$ cat src/rtl/sw_debounce_if.sv
// Switch bundle between the raw switch inputs and the debounced outputs.
// master drives raw levels; slave is the debouncer producing levels and edge pulses.
interface sw_debounce_if;
    logic [3:0] sw_in;
    logic [3:0] sw_level;
    logic [3:0] sw_press;
    logic [3:0] sw_release;
    logic       sw_any_release;

    modport master (
        output sw_in,
        input  sw_level,
        input  sw_press,
        input  sw_release,
        input  sw_any_release
    );

    modport slave (
        input  sw_in,
        output sw_level,
        output sw_press,
        output sw_release,
        output sw_any_release
    );
endinterface

$ cat src/rtl/sw_debounce.sv
// Four-channel switch debouncer: two-flop synchronizer, per-channel stability counter,
// registered debounced level and one-cycle press/release pulses.
module sw_debounce #(
    parameter int unsigned CNT_MAX = 12000,
    parameter int unsigned CNT_W   = 14
) (
    input logic          clk,
    input logic          rst,
    sw_debounce_if.slave bus
);

    localparam logic [CNT_W-1:0] CntLast = CNT_W'(CNT_MAX - 1);

    logic [3:0]       s1_q, s2_q;
    logic [3:0]       level_q, level_d;
    logic [3:0]       press_q, press_d;
    logic [3:0]       release_q, release_d;
    logic             any_release_q;
    logic [CNT_W-1:0] cnt_q [4];
    logic [CNT_W-1:0] cnt_d [4];
    logic [3:0]       hit;

    // A channel qualifies on the edge where its counter is already at the last value
    // and the synchronized input still disagrees with the debounced level.
    always_comb begin
        hit       = '0;
        level_d   = level_q;
        press_d   = '0;
        release_d = '0;
        for (int i = 0; i < 4; i++) begin
            cnt_d[i] = '0;
            if (s2_q[i] != level_q[i]) begin
                if (cnt_q[i] == CntLast) begin
                    hit[i] = 1'b1;
                end else begin
                    cnt_d[i] = cnt_q[i] + CNT_W'(1);
                end
            end
            if (hit[i]) begin
                level_d[i]   = s2_q[i];
                press_d[i]   = s2_q[i];
                release_d[i] = ~s2_q[i];
            end
        end
    end

    always_ff @(posedge clk or posedge rst) begin
        if (rst) begin
            s1_q          <= '0;
            s2_q          <= '0;
            level_q       <= '0;
            press_q       <= '0;
            release_q     <= '0;
            any_release_q <= 1'b0;
            for (int i = 0; i < 4; i++) begin
                cnt_q[i] <= '0;
            end
        end else begin
            s1_q          <= bus.sw_in;
            s2_q          <= s1_q;
            level_q       <= level_d;
            press_q       <= press_d;
            release_q     <= release_d;
            any_release_q <= |release_d;
            for (int i = 0; i < 4; i++) begin
                cnt_q[i] <= cnt_d[i];
            end
        end
    end

    assign bus.sw_level       = level_q;
    assign bus.sw_press       = press_q;
    assign bus.sw_release     = release_q;
    assign bus.sw_any_release = any_release_q;

endmodule

$ cat src/flat_wrapper.sv
// flat-port wrapper written by rule: the top's interface ports become plain ports
module sw_debounce_flat 
#(
    parameter int unsigned CNT_MAX = 12000,
    parameter int unsigned CNT_W   = 14
)
  (clk, rst, bus_sw_in, bus_sw_level, bus_sw_press, bus_sw_release, bus_sw_any_release);
  sw_debounce_if bus_i ();
  input logic clk;
  input logic rst;
  input wire logic [$bits(bus_i.sw_in)-1:0] bus_sw_in;
  output wire logic [$bits(bus_i.sw_level)-1:0] bus_sw_level;
  output wire logic [$bits(bus_i.sw_press)-1:0] bus_sw_press;
  output wire logic [$bits(bus_i.sw_release)-1:0] bus_sw_release;
  output wire logic [$bits(bus_i.sw_any_release)-1:0] bus_sw_any_release;
  assign bus_i.sw_in = bus_sw_in;
  assign bus_sw_level = bus_i.sw_level;
  assign bus_sw_press = bus_i.sw_press;
  assign bus_sw_release = bus_i.sw_release;
  assign bus_sw_any_release = bus_i.sw_any_release;
  sw_debounce #(.CNT_MAX(CNT_MAX), .CNT_W(CNT_W)) u_core (.clk(clk), .rst(rst), .bus(bus_i));
endmodule
$ cat config.mk
export PLATFORM = sky130hd
export DESIGN_NAME = sw_debounce_flat
export DESIGN_NICKNAME = d
export VERILOG_FILES = /design/src/rtl/sw_debounce_if.sv /design/src/rtl/sw_debounce.sv /design/src/flat_wrapper.sv
export SDC_FILE = /design/constraint.sdc
export NUM_CORES = 1
export LEC_CHECK = 0
export ABC_AREA = 1
export BUFFER_PORTS_ARGS = -buffer_cell sky130_fd_sc_hd__clkbuf_2
export CORE_UTILIZATION = 34
export DETAILED_ROUTE_END_ITERATION = 12
export PLACE_DENSITY_LB_ADDON = 0.25
export REMOVE_ABC_BUFFERS = 1
export SLEW_MARGIN = 20
export SYNTH_ARGS = -nofsm -noshare
export SYNTH_HDL_FRONTEND = slang
export SYNTH_SLANG_ARGS = --single-unit
$ cat constraint.sdc
create_clock -name clk -period 2 [get_ports clk]
set_input_delay 0 -clock clk [delete_from_list [all_inputs] [get_ports clk]]
set_output_delay 0 -clock clk [all_outputs]
set_load 0.03 [all_outputs]
Word level (Yosys, flattened, before mapping)
Index checks and enable logic that the tools add are counted.
Widths: inputs -> output; s select.
{"block": "word_totals", "register_bits": 77, "input_bits": 6, "elab_cells": 54}
{"block": "op_classes", "addsub": 4, "n_eq_ne": 8, "mux": 24, "n_bitwise": 4, "n_reduce_logical": 1}
{"op": "$mux 14", "n": 8}
{"op": "$add 14x1->14 const B", "n": 4}
{"op": "$eq 14x14->1 const B", "n": 4}
{"op": "$mux 1", "n": 16}
{"op": "$ne 1x1->1", "n": 4}
{"op": "$not 1->1", "n": 4}
{"op": "$reduce_or 4->1", "n": 1}

Logic depth before layout (Yosys ltp)
{"block": "depth", "word_depth": 5, "mapped_depth": 9}

Worst setup path after synthesis
Ideal clock, no wire load.
{"block": "synth_path", "path_kind": "reg-to-reg", "startpoint": "reg u_core.level_q[0], in the netlist u_core.bus.sw_level[0]", "endpoint": "reg u_core.cnt_q[50] (netlist bit)", "t_arrival_ns": 1.187, "setup_slack_ns": 0.694, "stages_incl_launch_ff": 8, "n_path_buf": 1, "synth_period_minus_slack_ns": 1.306, "cell_sequence": "dfrtp_1 inv_1 nand2_1 inv_1 or2_1 buf_2 nand2_4 nor2_1"}
{"element": "from (decl)", "line": "sw_debounce.sv:15", "source": "logic [3:0] level_q, level_d;"}
{"element": "from (signal assigned)", "line": "sw_debounce.sv:61", "source": "level_q <= level_d;"}
{"element": "to (signal, indexed assignment)", "line": "sw_debounce.sv:66", "source": "cnt_q[i] <= cnt_d[i];"}
{"element": "to (decl)", "line": "sw_debounce.sv:19", "source": "logic [CNT_W-1:0] cnt_q [4];"}

Final worst setup path
{"block": "layout_path", "startpoint": "reg u_core.cnt_q[0] (netlist bit)", "endpoint": "reg u_core.any_release_q, in the netlist u_core.bus.sw_any_release"}
{"block": "layout_via", "elab_chain_cells": 5}
{"element": "$eq 14x14->1", "line": "sw_debounce.sv:33", "source": "if (cnt_q[i] == CntLast) begin"}
{"element": "$mux 1", "line": "sw_debounce.sv:33"}
{"element": "$mux 1", "line": "sw_debounce.sv:32", "source": "if (s2_q[i] != level_q[i]) begin"}
{"element": "$mux 1", "line": "sw_debounce.sv:39", "source": "if (hit[i]) begin"}
{"element": "$reduce_or 4->1", "line": "sw_debounce.sv:64", "source": "any_release_q <= |release_d;"}
{"element": "to (signal assigned)", "line": "sw_debounce.sv:64"}
{"element": "to (decl)", "line": "sw_debounce.sv:18", "source": "logic any_release_q;"}
Every way passes these cells.
A chain may end at the register's enable or synchronous reset.

==> flow_summary.ini <==
[cells_and_area]
fin_area_um2 = 4776
multi_input_area_um2 = 1861
fin_util = 0.4130
ff_latch_area_um2 = 1927
layoutNonFillerInstCount = 674
finalNetCount = 536
drive_gt1_frac = 0.1902
mostFrequentLayoutCell = nor2_1
layout_common_cells = nor2_1, dfrtp_1, nand2_1
diodes = 0
synthToLayoutAreaGrowth_pct = 17.34
fillers = 1124

[power]
power_leakage_nw = 2.264
ir_worst_vdd_v = 0.0005131
internal_power_mw = 2.985
switching_power_uw = 762.2
p_clk_frac = 0.536
power_mw = 3.747
switching_share = 0.2034
seqPwrFrac = 0.429
combPwrFrac = 0.034
p_per_area_nw_per_um2 = 784.5

[die]
die_w_um = 111.4
initial_utilization = 0.3519
ioPinCount = 19
coreArea_um2 = 11560
die_y_um = 111.4
num_rows = 39
die-area_um2 = 12410

[critical_path]
critPathTopFamily = simple AND/OR/NAND/NOR gates
required_ps = 2270
critPathBufInv = 1
cp.arrival_ps = 1700
reg2reg_slack_ps = 570
rr_worst_depth = 7
cp-end-kind = flop
cpPeakStageDelay_ps = 380
r2r-start = u_core.cnt_q[0]
startpoint = u_core.cnt_q[0]
path_class = reg2reg
startpoint_type = flop
r2r_end = u_core.bus.sw_any_release
crit_fanout = 4
path_cells = ha_1 > nand3_2 > nor2_2 > nand3_1 > nand2_1 > inv_1 > nand2_1
path_common_cell = nand2_1
endpoint = u_core.bus.sw_any_release
cp.depth = 7
cpMaxStageDelayCell = dfrtp_1

[clock_tree]
cts-root-buf = clkbuf_16
path_clk_slew_ps = 60
clk_latency_ps = 330
cts_buffers = 9
cts_sinks = 77
htreeDepth = 3
clk_path_buf_depth = 2
tritoncts = done
post_cts_buffers = 0

[timing]
maxSlewHeadroom = 0.6929
finalCritPeriodShare = 0.7149
rsz0062_at_grt = false
fin_tns_setup_ps = 0
finClkSkew_ps = 5.045
max_slew.worst_pin.slew_ps = 460.0
setup_violations = 0
setup_slack_ps = 570.1
holdWs_ps = 201.7
fmax_mhz = 699.4
hold_viol = 0
period_minus_slack_ps = 1430
slew_viol_final = 0

[yosys]
yosysTopAreaCell = dfrtp_1
synth_top_area_share = 0.4734
synth.area.top_cells = dfrtp_1, nor2_1, nand2_1, inv_1, nand3_1
ys_seq_area_frac = 0.4734
yosys.cell_types.count = 29
syn-instance-count = 492
syn_area_um2 = 4070
yosys_warnings = 0
synth-seq-cells = 77
avgSynthCellArea_um2 = 8.273

[outcome]
status = finished, violations left
violations = DRC

[route]
routedWlPerCell_um = 11.45
drtIter0Drc = 126
via_per_inst = 4.599
drc = 4
vias = 3100
drt_pass1_iterations = 8
drt_wl_total_um = 7718
ant_nets = 0

[global_route]
grt_max_degree = 54
gr-total-overflow = 0
antenna_found_initial = 0
grt_usage = 0.1393
grt_pass1_vias = 3124
grt_first_pass_wirelength_um = 13970

[place]
place_congestion = 0.8606
io_buffers = 18
hpwl_um = 5604
place_ws_ps = 588.8
dp_cells = 653
dpl-instance-area_um2 = 4355

[hold_path]
hp-class = in2async

[job]
maxCapViolCount = 0
## tightest hold or removal path: stages
cell,delay [ps]
dlygate4sd3_1,530
clkbuf_2,110
clkinv_2,310
## cells in the mapped netlist
cell type / instances
a21oi_1: 8
nor2_2: 8
nor2_1: 105
a31oi_1: 3
nand4_1: 13
nand2_1: 73
inv_2: 7
o21bai_1: 2
or2_1: 1
nand2_2: 11
nand3_1: 46
o21ai_0: 1
xnor2_1: 4
xor2_1: 17
inv_1: 67
nor3_4: 1
nand2_4: 8
or2_4: 3
buf_2: 1
o21ai_2: 1
a21oi_2: 1
dfrtp_1: 77
ha_1: 4
nor3_2: 7
nor3b_2: 1
o21bai_2: 2
nor2_4: 10
nand3_2: 5
nor3_1: 5
## final cells by class
class | count | area share
Clock buffer | 9 | 0.04716
Clock inverter | 7 | 0.03039
Multi-Input combinational cell | 340 | 0.3896
Inverter | 74 | 0.05842
Timing Repair Buffer | 24 | 0.03353
Sequential cell | 77 | 0.4035
Tap cell | 143 | 0.03746
## registers in the layout, indices dropped and copies added (netlist names)
signal,count
u_core.cnt_q,56
u_core.bus.sw_level,4
u_core.s1_q,4
u_core.bus.sw_any_release,1
u_core.bus.sw_release,4
u_core.bus.sw_press,4
u_core.s2_q,4
## cell families (layout without fill, tap and decap cells)
kind of cell             count (synthesis)  count (layout)  share of synthesized area
AO/OA/AOI/OAI                           18              18                    0.02920
flip-flops                              77              77                     0.4734
buffers and inverters                   75             114                    0.06947
AND/OR/NAND/NOR                        297             297                     0.3704
adder cells (fa/ha/maj)                  4               4                    0.01230
XOR/XNOR                                21              21                    0.04519
## what timing repair did
| item | 4_1_cts | 5_1_grt |
|---|---|---|
| endpoints found under the hold margin | 28 | 0 |
| gates resized for setup | 0 | 0 |
| hold buffers | 5 | 0 |
## how the worst min path moves through the flow
stage,start,endpoint,cells after the start
after global routing,rst,u_core.s1_q[3],3
final,rst,u_core.s1_q[3],3
after global placement,rst,u_core.s1_q[3],2
after CTS,rst,u_core.cnt_q[14],3
after floorplan,bus_sw_in[0],u_core.s1_q[0],0
after detailed placement,rst,u_core.s1_q[3],2
## power by group through the flow
stage / clock (mW) / sequential (mW) / combinational, mW
6_report: 2.01 / 1.61 / 0.129
3_3_place_gp: 0 / 1.64 / 0.125
4_1_cts: 2.07 / 1.61 / 0.134
5_1_grt: 2.12 / 1.61 / 0.152
3_5_place_dp: 0 / 1.64 / 0.126
2_1_floorplan: 0 / 1.63 / 0.0914
## layer usage
metal | global-route usage | routed length, um
met3 | 0.03593 | 320
met2 | 0.2321 | 3626
met5 | 0 | 0
met4 | 0.05495 | 126
met1 | 0.1731 | 3644
Power figures use the tool's default switching activity.
